### src/rtl/alu_issue_stage.sv
// -----------------------------------------------------------------------------
// alu_issue_stage
//
// Decode/issue stage placed between register read and execute. A 32-bit MIPS
// instruction and its register-file read data are decoded into the ALU's
// operation code, operands A/B, shift amount and write-back destination. The
// decoded payload is registered behind a 2-entry skid buffer. Both sides use
// valid/ready handshakes, and a synchronous flush is provided.
//
// Optional feature, enabled by defining ALU_ISSUE_STATS_EN:
//   o_issue_cnt   - 32-bit wrapping count of drained entries
//   o_illegal_cnt - 16-bit saturating count of drained illegal entries
//   Both counters are cleared only by i_reset (a flush leaves them alone).
//
// Ports:
//   i_clk, i_reset          clock (rising edge), async active-high reset
//   i_valid / o_ready       upstream handshake
//   i_instr                 instruction word
//   i_rs_data, i_rt_data    register file read data for rs / rt
//   i_flush                 discard every buffered entry
//   o_valid / i_ready       downstream (ALU/execute) handshake
//   o_alu_op                ALU operation code (all ones = idle)
//   o_data_a, o_data_b      operands
//   o_shamt                 shift amount
//   o_dest, o_reg_write     write-back register and enable
//   o_illegal               unsupported instruction flag
// -----------------------------------------------------------------------------
module alu_issue_stage #(
    parameter int NB_OP   = 6,
    parameter int NB_DATA = 32,
    parameter int NB_REG  = 5
) (
    input  logic               i_clk,
    input  logic               i_reset,
    input  logic               i_valid,
    output logic               o_ready,
    input  logic [NB_DATA-1:0] i_instr,
    input  logic [NB_DATA-1:0] i_rs_data,
    input  logic [NB_DATA-1:0] i_rt_data,
    input  logic               i_flush,
    output logic               o_valid,
    input  logic               i_ready,
    output logic [NB_OP-1:0]   o_alu_op,
    output logic [NB_DATA-1:0] o_data_a,
    output logic [NB_DATA-1:0] o_data_b,
    output logic [4:0]         o_shamt,
    output logic [NB_REG-1:0]  o_dest,
    output logic               o_reg_write,
    output logic               o_illegal
`ifdef ALU_ISSUE_STATS_EN
    ,
    output logic [31:0]        o_issue_cnt,
    output logic [15:0]        o_illegal_cnt
`endif
);

    // Decoded payload carried by each buffer entry.
    typedef struct packed {
        logic [NB_OP-1:0]   alu_op;
        logic [NB_DATA-1:0] data_a;
        logic [NB_DATA-1:0] data_b;
        logic [4:0]         shamt;
        logic [NB_REG-1:0]  dest;
        logic               reg_write;
        logic               illegal;
    } entry_t;

    typedef enum logic [1:0] {
        ST_EMPTY = 2'd0,
        ST_ONE   = 2'd1,
        ST_TWO   = 2'd2
    } state_t;

    localparam logic [NB_OP-1:0] ALU_OP_IDLE = {NB_OP{1'b1}};

    // Payload presented when nothing has been decoded yet or the instruction
    // is unsupported: idle opcode, everything else cleared.
    function automatic entry_t idle_entry(input logic illegal);
        entry_t e;
        e.alu_op    = ALU_OP_IDLE;
        e.data_a    = {NB_DATA{1'b0}};
        e.data_b    = {NB_DATA{1'b0}};
        e.shamt     = 5'd0;
        e.dest      = {NB_REG{1'b0}};
        e.reg_write = 1'b0;
        e.illegal   = illegal;
        return e;
    endfunction

    // R-type function codes the ALU implements.
    function automatic logic is_legal_funct(input logic [5:0] funct);
        logic legal;
        case (funct)
            6'h00, 6'h02, 6'h03, 6'h04, 6'h06, 6'h07,
            6'h20, 6'h21, 6'h22, 6'h23,
            6'h24, 6'h25, 6'h26, 6'h27,
            6'h2A, 6'h2B: legal = 1'b1;
            default:      legal = 1'b0;
        endcase
        return legal;
    endfunction

    // Full instruction decode into one buffer entry.
    function automatic entry_t decode_instr(
        input logic [NB_DATA-1:0] instr,
        input logic [NB_DATA-1:0] rs_data,
        input logic [NB_DATA-1:0] rt_data
    );
        entry_t     e;
        logic [5:0] opcode;
        logic [5:0] funct;
        logic [4:0] rs_field;
        opcode   = instr[31:26];
        funct    = instr[5:0];
        // rs is read through i_rs_data; the field is only kept so every
        // instruction bit has a consumer in the decode.
        rs_field = instr[25:21];
        e        = idle_entry(1'b1);
        if ((opcode == 6'h00) && is_legal_funct(funct)) begin
            e.alu_op  = NB_OP'(funct);
            e.data_b  = rt_data;
            e.shamt   = instr[10:6];
            e.dest    = NB_REG'(instr[15:11]);
            e.illegal = 1'b0;
            // Variable shifts only look at the low five bits of rs.
            if ((funct == 6'h04) || (funct == 6'h06) || (funct == 6'h07)) begin
                e.data_a      = {NB_DATA{1'b0}};
                e.data_a[4:0] = rs_data[4:0] | (rs_field & 5'd0);
            end else begin
                e.data_a = rs_data;
            end
        end else if (opcode[5:3] == 3'b001) begin
            e.alu_op  = NB_OP'(opcode);
            e.dest    = NB_REG'(instr[20:16]);
            e.shamt   = 5'd0;
            e.illegal = 1'b0;
            // 0x08-0x0B sign-extend the immediate, 0x0C-0x0F zero-extend it.
            if (opcode[2] == 1'b0) begin
                e.data_b = {{(NB_DATA-16){instr[15]}}, instr[15:0]};
            end else begin
                e.data_b = {{(NB_DATA-16){1'b0}}, instr[15:0]};
            end
            // LUI builds its result from B alone.
            if (opcode == 6'h0F) begin
                e.data_a = {NB_DATA{1'b0}};
            end else begin
                e.data_a = rs_data;
            end
        end else begin
            e = idle_entry(1'b1);
        end
        e.reg_write = (!e.illegal) && (e.dest != {NB_REG{1'b0}});
        return e;
    endfunction

    state_t state_r;
    entry_t main_r;
    entry_t skid_r;
    logic   valid_r;
    logic   ready_r;
    entry_t dec_s;
    logic   accept_s;
    logic   drain_s;

    // Combinational decode of the incoming instruction.
    always_comb begin
        dec_s = decode_instr(i_instr, i_rs_data, i_rt_data);
    end

    // Handshake qualifiers.
    always_comb begin
        accept_s = i_valid & ready_r;
        drain_s  = valid_r & i_ready;
    end

    // Skid-buffer state machine. main_r is always the entry on the outputs;
    // skid_r only holds the younger entry while in ST_TWO.
    always_ff @(posedge i_clk or posedge i_reset) begin
        if (i_reset) begin
            state_r <= ST_EMPTY;
            valid_r <= 1'b0;
            ready_r <= 1'b1;
            main_r  <= idle_entry(1'b0);
            skid_r  <= idle_entry(1'b0);
        end else if (i_flush) begin
            // Flush wins over any accept or drain in the same cycle.
            state_r <= ST_EMPTY;
            valid_r <= 1'b0;
            ready_r <= 1'b1;
        end else begin
            case (state_r)
                ST_EMPTY: begin
                    if (accept_s) begin
                        main_r  <= dec_s;
                        state_r <= ST_ONE;
                        valid_r <= 1'b1;
                    end else begin
                        state_r <= ST_EMPTY;
                    end
                end
                ST_ONE: begin
                    if (accept_s && !drain_s) begin
                        skid_r  <= dec_s;
                        state_r <= ST_TWO;
                        ready_r <= 1'b0;
                    end else if (accept_s && drain_s) begin
                        main_r  <= dec_s;
                        state_r <= ST_ONE;
                    end else if (drain_s) begin
                        state_r <= ST_EMPTY;
                        valid_r <= 1'b0;
                    end else begin
                        state_r <= ST_ONE;
                    end
                end
                ST_TWO: begin
                    if (drain_s) begin
                        main_r  <= skid_r;
                        state_r <= ST_ONE;
                        ready_r <= 1'b1;
                    end else begin
                        state_r <= ST_TWO;
                    end
                end
                default: begin
                    state_r <= ST_EMPTY;
                    valid_r <= 1'b0;
                    ready_r <= 1'b1;
                end
            endcase
        end
    end

    // Outputs come straight from registers.
    always_comb begin
        o_ready     = ready_r;
        o_valid     = valid_r;
        o_alu_op    = main_r.alu_op;
        o_data_a    = main_r.data_a;
        o_data_b    = main_r.data_b;
        o_shamt     = main_r.shamt;
        o_dest      = main_r.dest;
        o_reg_write = main_r.reg_write;
        o_illegal   = main_r.illegal;
    end

`ifdef ALU_ISSUE_STATS_EN
    logic [31:0] issue_cnt_r;
    logic [15:0] illegal_cnt_r;

    // Drain statistics; a drain in a flush cycle still reaches execute, so
    // it is counted.
    always_ff @(posedge i_clk or posedge i_reset) begin
        if (i_reset) begin
            issue_cnt_r   <= 32'd0;
            illegal_cnt_r <= 16'd0;
        end else if (drain_s) begin
            issue_cnt_r <= issue_cnt_r + 32'd1;
            if (main_r.illegal && (illegal_cnt_r != 16'hFFFF)) begin
                illegal_cnt_r <= illegal_cnt_r + 16'd1;
            end else begin
                illegal_cnt_r <= illegal_cnt_r;
            end
        end else begin
            issue_cnt_r   <= issue_cnt_r;
            illegal_cnt_r <= illegal_cnt_r;
        end
    end

    // Counter outputs.
    always_comb begin
        o_issue_cnt   = issue_cnt_r;
        o_illegal_cnt = illegal_cnt_r;
    end
`endif

endmodule

### config.mk
export PLATFORM = sky130hd
export DESIGN_NAME = alu_issue_stage
export DESIGN_NICKNAME = d
export VERILOG_FILES = /design/src/rtl/alu_issue_stage.sv
export SDC_FILE = /design/constraint.sdc
export NUM_CORES = 1
export LEC_CHECK = 0
export ABC_AREA = 1
export CAP_MARGIN = 20
export CORE_MARGIN = 2
export CORE_UTILIZATION = 46
export CTS_CLUSTER_SIZE = 10
export DETAILED_ROUTE_END_ITERATION = 12
export GPL_TIMING_DRIVEN = 1
export PLACE_DENSITY = 0.77
export SLEW_MARGIN = 20
export SYNTH_ARGS = -nofsm -noshare
export SYNTH_HDL_FRONTEND = slang
export SYNTH_SLANG_ARGS = --single-unit
### constraint.sdc
create_clock -name i_clk -period 4.7 [get_ports i_clk]
set_input_delay 0.47 -clock i_clk [delete_from_list [all_inputs] [get_ports i_clk]]
set_output_delay 0.47 -clock i_clk [all_outputs]
set_load 0.005 [all_outputs]
Word-level counts from Yosys, hierarchy flattened
Memory sizes are Yosys's and may differ from the RTL's.
Index checks and enable logic that the tools add are counted.
{"block": "totals", "register_bits": 168, "latchBits": 0, "ram_bits": 0, "rom_bits": 64, "output_inout_bits": 84, "word_cells": 85, "mem_count": 1}
{"memory": "(no name shown)", "words": 64, "word_bits": 1, "rd": 1, "rd_clocked_by_memory_dff": 0, "wr": 0, "line_no": "93", "text": "case (funct)"}
{"block": "op_classes", "addsub": 0, "n_mul": 0, "n_div": 0, "order_cmp": 0, "eq_ne": 19, "shift": 0, "mux": 29, "n_bitwise": 3, "n_reduce_logical": 16}
{"operator": "two-way mux 82 bit", "count": 4}
{"operator": "case mux 82 bit (3 select lines)", "count": 1}
{"operator": "two-way mux 80 bit", "count": 2}
{"operator": "two-way mux 32 bit", "count": 3}
{"operator": "equality test 6 x 3 -> 1 bit (second input constant)", "count": 3}
{"operator": "inequality test 3 bit (second input constant)", "count": 6}
{"operator": "two-way mux 1 bit", "count": 13}
{"operator": "inequality test 2 bit (second input constant)", "count": 6}
{"operator": "equality test 6 x 4 -> 1 bit (second input constant)", "count": 1}
{"operator": "logical NOT 6 bit", "count": 1}
{"operator": "two-way mux 2 bit", "count": 3}
{"operator": "case mux 1 bit (3 select lines)", "count": 2}
{"operator": "case mux 2 bit (3 select lines)", "count": 1}
{"operator": "AND reduction 3 bit", "count": 2}
{"operator": "AND reduction 6 bit", "count": 1}
{"operator": "AND reduction 5 bit", "count": 1}
{"operator": "nonzero test 5 bit", "count": 1}
{"operator": "logical AND 1 bit", "count": 4}
{"operator": "equality test 3 x 1 -> 1 bit (second input constant)", "count": 1}
{"operator": "nonzero test 3 bit", "count": 1}
{"operator": "AND 1 bit", "count": 2}
{"operator": "equality test 2 x 1 -> 1 bit (second input constant)", "count": 1}
{"operator": "equality test 2 bit (second input constant)", "count": 1}
{"operator": "logical NOT 1 bit", "count": 2}
{"operator": "3 further kinds", "count": 4}

Longest topological paths before layout
Gate-level depths: netlist of run 1.
{"block": "depth", "ltp_word": 10, "mapped_depth": 14, "ltp_nobuf": 13}

Worst setup path before layout of run 1
Ideal clock, no wire load.
{"block": "synth_timing", "path_type": "in2reg", "start": "input port i_valid", "end": "register main_r (netlist bit o_data_b[26])", "t_arrival_ps": 1703, "setup_slack_ps": 2875, "cell_stages": 11, "path_buffers": 2, "cell_sequence": "nand2_1 > inv_1 > ha_1 > clkinv_1 > nand2_1 > a21oi_1 > nand3_2 > buf_6 > buf_2 > a21oi_1 > a21oi_1"}
{"block": "synth_between", "elab_chain_len": 4}
{"element": "from (decl)", "line_no": "35", "text": "input logic i_valid,"}
{"element": "AND 1 bit *", "line_no": "172", "text": "accept_s = i_valid & ready_r;"}
{"element": "logical AND 1 bit, on equally long branches", "line_no": "206, 202"}
{"element": "inequality test 2 bit (no source line)"}
{"element": "AND reduction 6 bit (no source line) *"}
{"element": "to (signal assigned)", "line_no": "183", "text": "main_r <= idle_entry(1'b0);"}
{"element": "to (signal assigned)", "line_no": "207", "text": "main_r <= dec_s;"}
{"element": "to (signal assigned)", "line_no": "218", "text": "main_r <= skid_r;"}
{"element": "to (decl)", "line_no": "157", "text": "entry_t main_r;"}
Mark *: on every way between the ends. The rest lies on a longest branch, timed or not.
A chain may end at the register's enable or synchronous reset.

Worst setup path in the final report of run 1
{"block": "layout_timing", "start": "input port i_ready", "end": "register main_r (netlist bit o_dest[4])"}
{"block": "layout_between", "elab_chain_len": 5}
{"element": "from (decl)", "line_no": "42", "text": "input logic i_ready,"}
{"element": "AND 1 bit *", "line_no": "173", "text": "drain_s = valid_r & i_ready;"}
{"element": "logical NOT 1 bit", "line_no": "202", "text": "if (accept_s && !drain_s) begin"}
{"element": "logical AND 1 bit", "line_no": "202"}
{"element": "inequality test 2 bit (no source line)"}
{"element": "AND reduction 6 bit (no source line) *"}
{"element": "to (signal assigned)", "line_no": "194", "text": "main_r <= dec_s;"}
{"element": "to (signal assigned)", "line_no": "207"}
{"element": "to (signal assigned)", "line_no": "218"}
Marks and branches as above.

==> results of run 1 <==
area by class of cell:
class                           count  area, um2
Fill cell                        1546       6840
Sequential cell                   168       4220
Multi-Input combinational cell    737       3390
Timing Repair Buffer              189       1880
Clock buffer                       20        457
Tap cell                          225        282
Inverter                           59        228
Clock inverter                     12        118
report_power, final:
part | leakage (nW) | total, mW | internal, mW | switching [mW]
sequential | 2.10 | 2.18 | 1.95 | 0.232
clock | 0.270 | 1.38 | 0.765 | 0.614
combinational | 2.55 | 1.35 | 0.715 | 0.630
logic make-up after synthesis:
kind of cell               count (synthesis)
AOI/OAI and AO/OA                        257
adders and majority gates                  2
buffers and inverters                    131
DFF                                      168
muxes                                      1
and+or+nand+nor                          477
flip-flops by register name (all words and copies together), names as in the netlist:
signal	cells
o_alu_op	6
o_dest	5
o_ready	1
o_data_b	32
skid_r	82
o_valid	1
o_shamt	5
o_reg_write	1
o_illegal	1
o_data_a	32
state_r	2
synth_stat cells, types with 2 or more instances:
cell type,number,share of area
sky130_fd_sc_hd__inv_2,6,0.0027
sky130_fd_sc_hd__nand2_1,302,0.14
sky130_fd_sc_hd__nand2_2,10,0.0076
sky130_fd_sc_hd__buf_4,10,0.0091
sky130_fd_sc_hd__o22a_1,2,0.0021
sky130_fd_sc_hd__buf_1,2,0.00091
sky130_fd_sc_hd__nor2_2,2,0.0015
sky130_fd_sc_hd__dfstp_2,13,0.041
sky130_fd_sc_hd__ha_1,2,0.0030
sky130_fd_sc_hd__inv_1,51,0.023
sky130_fd_sc_hd__a21oi_1,126,0.077
sky130_fd_sc_hd__o21ai_0,84,0.051
sky130_fd_sc_hd__nor2_1,81,0.037
sky130_fd_sc_hd__buf_2,31,0.019
sky130_fd_sc_hd__a31oi_1,27,0.021
sky130_fd_sc_hd__nor2_4,3,0.0041
sky130_fd_sc_hd__clkbuf_1,22,0.010
sky130_fd_sc_hd__nand3_1,73,0.044
sky130_fd_sc_hd__dfrtp_1,155,0.47
sky130_fd_sc_hd__buf_6,5,0.0068
sky130_fd_sc_hd__o21a_1,5,0.0046
sky130_fd_sc_hd__o21ai_1,10,0.0061
metal layers:
layer	part of all wire	up-vias
met5	0	-
met4	0.015	0
met3	0.090	26
met2	0.47	285
met1	0.43	3556
li1	-	3664
critical path: cells and delay by family:
| family | cells | cell delay [ns] |
|---|---|---|
| adders and majority gates | 1 | 0.23 |
| and+or+nand+nor | 4 | 0.37 |
| buffers and inverters | 4 | 1.44 |
| AOI/OAI and AO/OA | 2 | 0.39 |
per-stage QoR:
step	util	power [mW]	worst slack [ns]	hold WS, ns
6_report	0.607	4.91	2.12	0.468
2_1_floorplan	-	2.84	2.10	0.448
3_5_place_dp	0.574	3.55	1.68	0.458
5_1_grt	0.607	5.20	1.88	0.496
3_3_place_gp	0.574	3.50	1.73	0.457
4_1_cts	0.607	4.94	2.13	0.469
worst max-delay path by stage:
| stage | startpoint | cells after the start | to | slack [ns] |
|---|---|---|---|---|
| after floorplan | i_reset | 1 | o_data_a[0] | 2.10 |
| after global placement | i_ready | 11 | o_data_a[0] | 1.73 |
| after detailed placement | i_ready | 11 | o_dest[4] | 1.68 |
| after CTS | i_ready | 11 | o_dest[4] | 2.13 |
| after global routing | i_ready | 11 | o_dest[3] | 1.88 |
| final | i_ready | 11 | o_dest[4] | 2.12 |
==> impl_summary.log, run 1 <==
INFO  metric outcome = finished, final reports clean
INFO  metric global_routing_met3_resource_utilization = 0.0677
INFO  metric setup_viol_count_final = 0
INFO  metric crit_path_max_fanout = 37
INFO  metric gp_congestion = between 0.8 and 0.9
INFO  metric vias_in_the_first_global_route = between 7,000 and 8,000
INFO  metric power.ir.vdd_worst = 268 uV
INFO  metric grt_antenna_before_repair = 0
INFO  metric max_slew_margin = 0.274
INFO  metric post-cts-setup-buffers = 0
INFO  metric vias = ~7,500
INFO  metric endpoint_kind = flip-flop
INFO  metric global_route.usage.met1 = 0.316
INFO  metric placed_cells_incl_taps = approximately 1,400
INFO  metric clock_path_buffers = 2
INFO  metric synth_enable_flop_cells = 0
INFO  metric timing.final.crit_period = ~2.6 ns
INFO  metric rr_startpoint = o_ready
INFO  metric critPathMaxStageDelay = roughly 0.53 ns
INFO  metric tns = 0 ns
INFO  metric ff2ff_path_depth = 10
INFO  metric hold_start = skid_r[81]
INFO  metric rsz0062_at_grt = false
INFO  metric timing.critical_path.cells = clkdlybuf4s50_1 -> nand2_1 -> ha_1 -> clkinv_1 -> nand2_1 -> a21oi_1 -> nand3_4 -> inv_2 -> buf_4 -> nor2_1 -> a21oi_1
INFO  metric rr_endpoint = o_dest[4]
INFO  metric cts_made_buffers = 17
INFO  metric post_dp_cell_area = 0.0100 mm2
INFO  metric postSynthAreaPerCell = 7.95 um2
INFO  metric area_delta_synth_final = 28.4%
INFO  metric fin_cells = 1,410
INFO  metric synthMuxAreaShare = 0.00137
INFO  metric worst_hold_path.endpoint = skid_r[81]
INFO  metric most-common-layout-cells = sky130_fd_sc_hd__nand2_1 (302), sky130_fd_sc_hd__clkdlybuf4s50_1 (179), sky130_fd_sc_hd__dfrtp_1 (155)
INFO  metric post-route-drc-count = 0
INFO  metric htree_levels = 4
INFO  metric power.leakage = 4.92 nW
INFO  metric ys_types = 36
INFO  metric dp_hpwl = approximately 14 mm
INFO  metric chipWidth = around 140 um
INFO  metric die_area = ~0.019 mm2
INFO  metric period_share = 0.550
INFO  metric max_freq = 387 MHz
INFO  metric chipHeight = ~140 um
INFO  metric cts_root_buffer = sky130_fd_sc_hd__clkbuf_16
INFO  metric setup.worst_path.class = in2reg
INFO  metric final.setup_skew = between 0.009 and 0.01 ns
INFO  metric worstMarginPinSlew = between 1 and 1.5 ns
INFO  metric clock_slew_seen_by_the_registers_of_the_worst_setup_and_hold_paths = 0.07 ns
INFO  metric timing.critical_path.arrival = around 3 ns
INFO  metric postSynthNetCount = about 1,100
INFO  metric layout-drive-gt1-share = 0.0734
INFO  metric synth_simple_gate_area_frac = 0.240
INFO  metric clock_latency = approximately 0.43 ns
INFO  metric cts_tree = yes
INFO  metric ios = 185
INFO  metric detail-route-antenna-nets = 0
INFO  metric hold_depth = 2
INFO  metric gr-total-overflow = 0
INFO  metric leading_cell_type_in_the_layout_fill_and_taps_excluded = sky130_fd_sc_hd__nand2_1
INFO  metric postCtsHoldBufs = 0
INFO  metric grt_start_max_net_pins = 169
INFO  metric yosysWarnings = 0
INFO  metric power_density = ~460 mW/mm2
INFO  metric postCtsResizedCells = 0
INFO  metric final-hold-violation-count = 0
INFO  metric share_of_async_settable_or_async_resettable_flops_after_synthesis = 1.00
INFO  metric syn-instance-count = around 1,000
INFO  metric global_route_met2_utilization = 0.385
INFO  metric combinational_family_with_the_most_area_after_synthesis = simple AND/OR/NAND/NOR gates
INFO  metric crit_path_top_delay_cell = sky130_fd_sc_hd__inv_2
INFO  metric placement_rows = 48
INFO  metric yosys.area_share.xor_xnor = 0
INFO  metric data_required_critical_path = 5.05 ns
INFO  metric route.detailed.wl_per_inst = 15.7 um
INFO  metric wirelength = approximately 22 mm
INFO  metric regToRegSetupSlack = between 2 and 2.5 ns
INFO  metric detail_route.vias_per_cell = 5.34
INFO  metric synthesized_area_fraction_occupied_by_adder_cells = 0.00304
INFO  metric cts.sinks = 168
INFO  metric synth_compound_gate_area_share = 0.166
INFO  metric slew_viol_final = 0
INFO  metric n_antenna_cell = 0
INFO  metric grt_pass1_wl = 35.6 mm
INFO  metric synth_seq_area_share = 0.513
INFO  metric min_path_type = reg2reg
INFO  metric drt_first_pass_iters = 5
INFO  metric final_net_count = around 1,300
INFO  metric io_buffers = ~180
INFO  metric groute.usage.overall = 0.239
INFO  metric syn_area = slightly above 0.008 mm2
INFO  metric setup.worst_path.start_class = primary input
INFO  metric finalInstanceArea = approximately 0.011 mm2
INFO  metric start_util = 0.473
INFO  metric detailedRoute.firstIterationViolations = 574
INFO  metric max_cap_viol_count = 0
INFO  metric global_route.peak_usage_layer = met2
INFO  metric coreArea = about 0.017 mm2
INFO  metric postSynthRegisterBits = ~170
INFO  metric ys.flop_type = sky130_fd_sc_hd__dfrtp_1
No activity file was read; power rests on OpenSTA's default activity.
==> inputs of run 2 (changes only) <==
- clock period: 4.7 -> 2.16 ns (I/O delays scaled with it)
==> run 2 against run 1 <==
Effect of this change: die area stayed put; via count is 1.7% higher; worst hold slack worse by 0.31 ns; count of clock-buffer cells in the layout is 2 lower; sequential cell count stayed put; critical path depth is 2 lower; utilization is 2.5 points higher; wire length is 2.5% higher; critical path type is now reg2reg; critical endpoint is now skid_r[32]; largest power group unchanged.
==> impl_summary.log, run 2 (synthesis gave the netlist of run 1 again) <==
INFO  metric max_cap_viol_count = 0
INFO  metric power.ir.vdd_worst = 619 uV
INFO  metric met2_wirelength = between 10 and 15 mm
INFO  metric n_antenna_cell = 0
INFO  metric area_of_the_multi_input_gates = approximately 0.0034 mm2
INFO  metric max_reg_flops = 82
INFO  metric detail_route.vias_per_cell = about 5.3
INFO  metric leading_cell_type_in_the_layout_fill_and_taps_excluded = sky130_fd_sc_hd__nand2_1
INFO  metric htree_levels = 4
INFO  metric max_flop_register = skid_r
INFO  metric timing.critical_path.from = o_ready
INFO  metric start_util = 0.473
INFO  metric gr-total-overflow = 0
INFO  metric layout-drive-gt1-share = 0.0950
INFO  metric seq_area = around 0.0042 mm2
INFO  metric crit_path_max_fanout = between 60 and 70
INFO  metric timing.critical_path.arrival = ~2.3 ns
INFO  metric timing.final.crit_period = roughly 2 ns
INFO  metric final-hold-violation-count = 0
INFO  metric post-route-drc-count = 0
INFO  metric data_required_critical_path = 2.50 ns
INFO  metric fillerInstances = about 1,500
INFO  metric clock_path_buffers = 2
INFO  metric placed_cells_incl_taps = ~1,400
INFO  metric gp_congestion = roughly 0.87
INFO  metric route.detailed.wl_per_inst = between 15 and 20 um
INFO  metric groute.usage.overall = 0.243
INFO  metric area_delta_synth_final = 33.7%
INFO  metric setup.worst_path.class = reg2reg
INFO  metric cts_made_buffers = 17
INFO  metric most-common-layout-cells = sky130_fd_sc_hd__nand2_1 (302), sky130_fd_sc_hd__clkdlybuf4s50_1 (179), sky130_fd_sc_hd__dfrtp_1 (155)
INFO  metric regToRegSetupSlack = between 0.2 and 0.25 ns
INFO  metric post_dp_cell_area = 0.0104 mm2
INFO  metric setup_viol_count_final = 0
INFO  metric wl_met3 = roughly 2.0 mm
INFO  metric power.leakage = 5.14 nW
INFO  metric fin_cells = between 1,000 and 1,500
INFO  metric drt_first_pass_iters = 5
INFO  metric slew_viol_final = 0
INFO  metric outcome = finished, final reports clean
INFO  metric tns = 0 ns
INFO  metric dp_hpwl = approximately 15 mm
INFO  metric final_net_count = 1,301
INFO  metric finalInstanceArea = about 0.011 mm2
INFO  metric critPathCapture = skid_r[32]
INFO  metric clock_slew_seen_by_the_registers_of_the_worst_setup_and_hold_paths = roughly 0.06 ns
INFO  metric worstMarginPinSlew = 0.527 ns
INFO  metric io_buffers = between 150 and 200
INFO  metric die_area = ~0.019 mm2
INFO  metric highest-signal-layer = met4
INFO  metric detailedRoute.firstIterationViolations = roughly 520
INFO  metric grt_antenna_before_repair = 0
INFO  metric detail-route-antenna-nets = 0
INFO  metric max_freq = around 510 MHz
INFO  metric ff2ff_path_depth = 9
INFO  metric grt_pass1_wl = 35.9 mm
INFO  metric wirelength = 22.6 mm
INFO  metric rr_startpoint = o_ready
INFO  metric cts.sinks = 168
INFO  metric clock_latency = between 0.4 and 0.5 ns
INFO  metric vias = approximately 7,700
INFO  metric met1Wirelength = 9.82 mm
INFO  metric placement_rows = 48
INFO  metric setup.worst_path.start_class = flip-flop
INFO  metric power_density = roughly 1000 mW/mm2
INFO  metric coreArea = roughly 0.017 mm2
INFO  metric final.setup_skew = between 0.007 and 0.008 ns
INFO  metric ios = 185
INFO  metric rr_endpoint = skid_r[32]
INFO  metric rsz0062_at_grt = false
INFO  metric period_share = 0.904
INFO  metric chipHeight = 138 um
INFO  metric cts_root_buffer = sky130_fd_sc_hd__clkbuf_16
INFO  metric total_power = between 10 and 15 mW
INFO  metric min_path_type = in2async
INFO  metric cts_tree = yes
INFO  metric grt_start_max_net_pins = between 70 and 80
INFO  metric endpoint_kind = flip-flop
INFO  metric post-cts-setup-buffers = 0
INFO  metric chipWidth = about 140 um
INFO  metric max_slew_margin = 0.649
INFO  metric vias_in_the_first_global_route = 7,111
==> run 2: cell type report <==
type / instances / share of cell area
Clock buffer: 18 / 0.0399
Clock inverter: 14 / 0.0177
Inverter: 59 / 0.0207
Multi-Input combinational cell: 737 / 0.309
Sequential cell: 168 / 0.383
Tap cell: 225 / 0.0256
Timing Repair Buffer: 215 / 0.204
==> run 2: worst min-delay path by stage <==
stage                       startpoint      endpoint  slack [ns]  cells past startpoint
after floorplan           i_rs_data[0]    skid_r[44]        0.35                      2
after global placement      skid_r[81]    skid_r[81]        0.46                      2
after detailed placement  o_data_a[10]  o_data_a[10]        0.46                      2
after CTS                      i_reset     skid_r[4]        0.15                      2
after global routing           i_reset   o_data_b[2]        0.18                      2
final                          i_reset     skid_r[4]        0.16                      2
==> run 2: what timing repair did <==
action,4_1_cts,5_1_grt
resized for setup,0,1
endpoints found under the setup margin,0,18
hold buffers,0,0
==> run 2: critical path: stages, from the launching register on <==
cell and delay, ns:
sky130_fd_sc_hd__dfstp_2 0.54, sky130_fd_sc_hd__nand2_1 0.08, sky130_fd_sc_hd__inv_1 0.09, sky130_fd_sc_hd__ha_1 0.16
sky130_fd_sc_hd__clkinv_1 0.08, sky130_fd_sc_hd__buf_4 0.15, sky130_fd_sc_hd__nor2_4 0.21, sky130_fd_sc_hd__buf_12 0.28
sky130_fd_sc_hd__nor2_1 0.08, sky130_fd_sc_hd__a31oi_1 0.15
==> run 2: routing by layer <==
metal	global-route usage	vias up
met1	0.328	3598
li1	-	3718
met4	0.0731	0
met3	0.0640	31
met2	0.385	310
met5	0	-
==> run 2: stage by stage <==
stage	hold WS [ns]	setup WS, ns	utilization
5_1_grt	0.183	0.0107	0.632
4_1_cts	0.153	0.161	0.632
3_5_place_dp	0.464	-0.0139	0.596
3_3_place_gp	0.456	0.0103	0.596
6_report	0.159	0.208	0.632
2_1_floorplan	0.354	-0.186	-
==> run 2: where the power goes <==
group | leakage, nW | switching [mW] | internal [mW]
Sequential | 2.10 | 0.533 | 4.25
Clock | 0.311 | 1.30 | 1.98
Combinational | 2.73 | 1.39 | 1.67
Total | 5.14 | 3.23 | 7.89
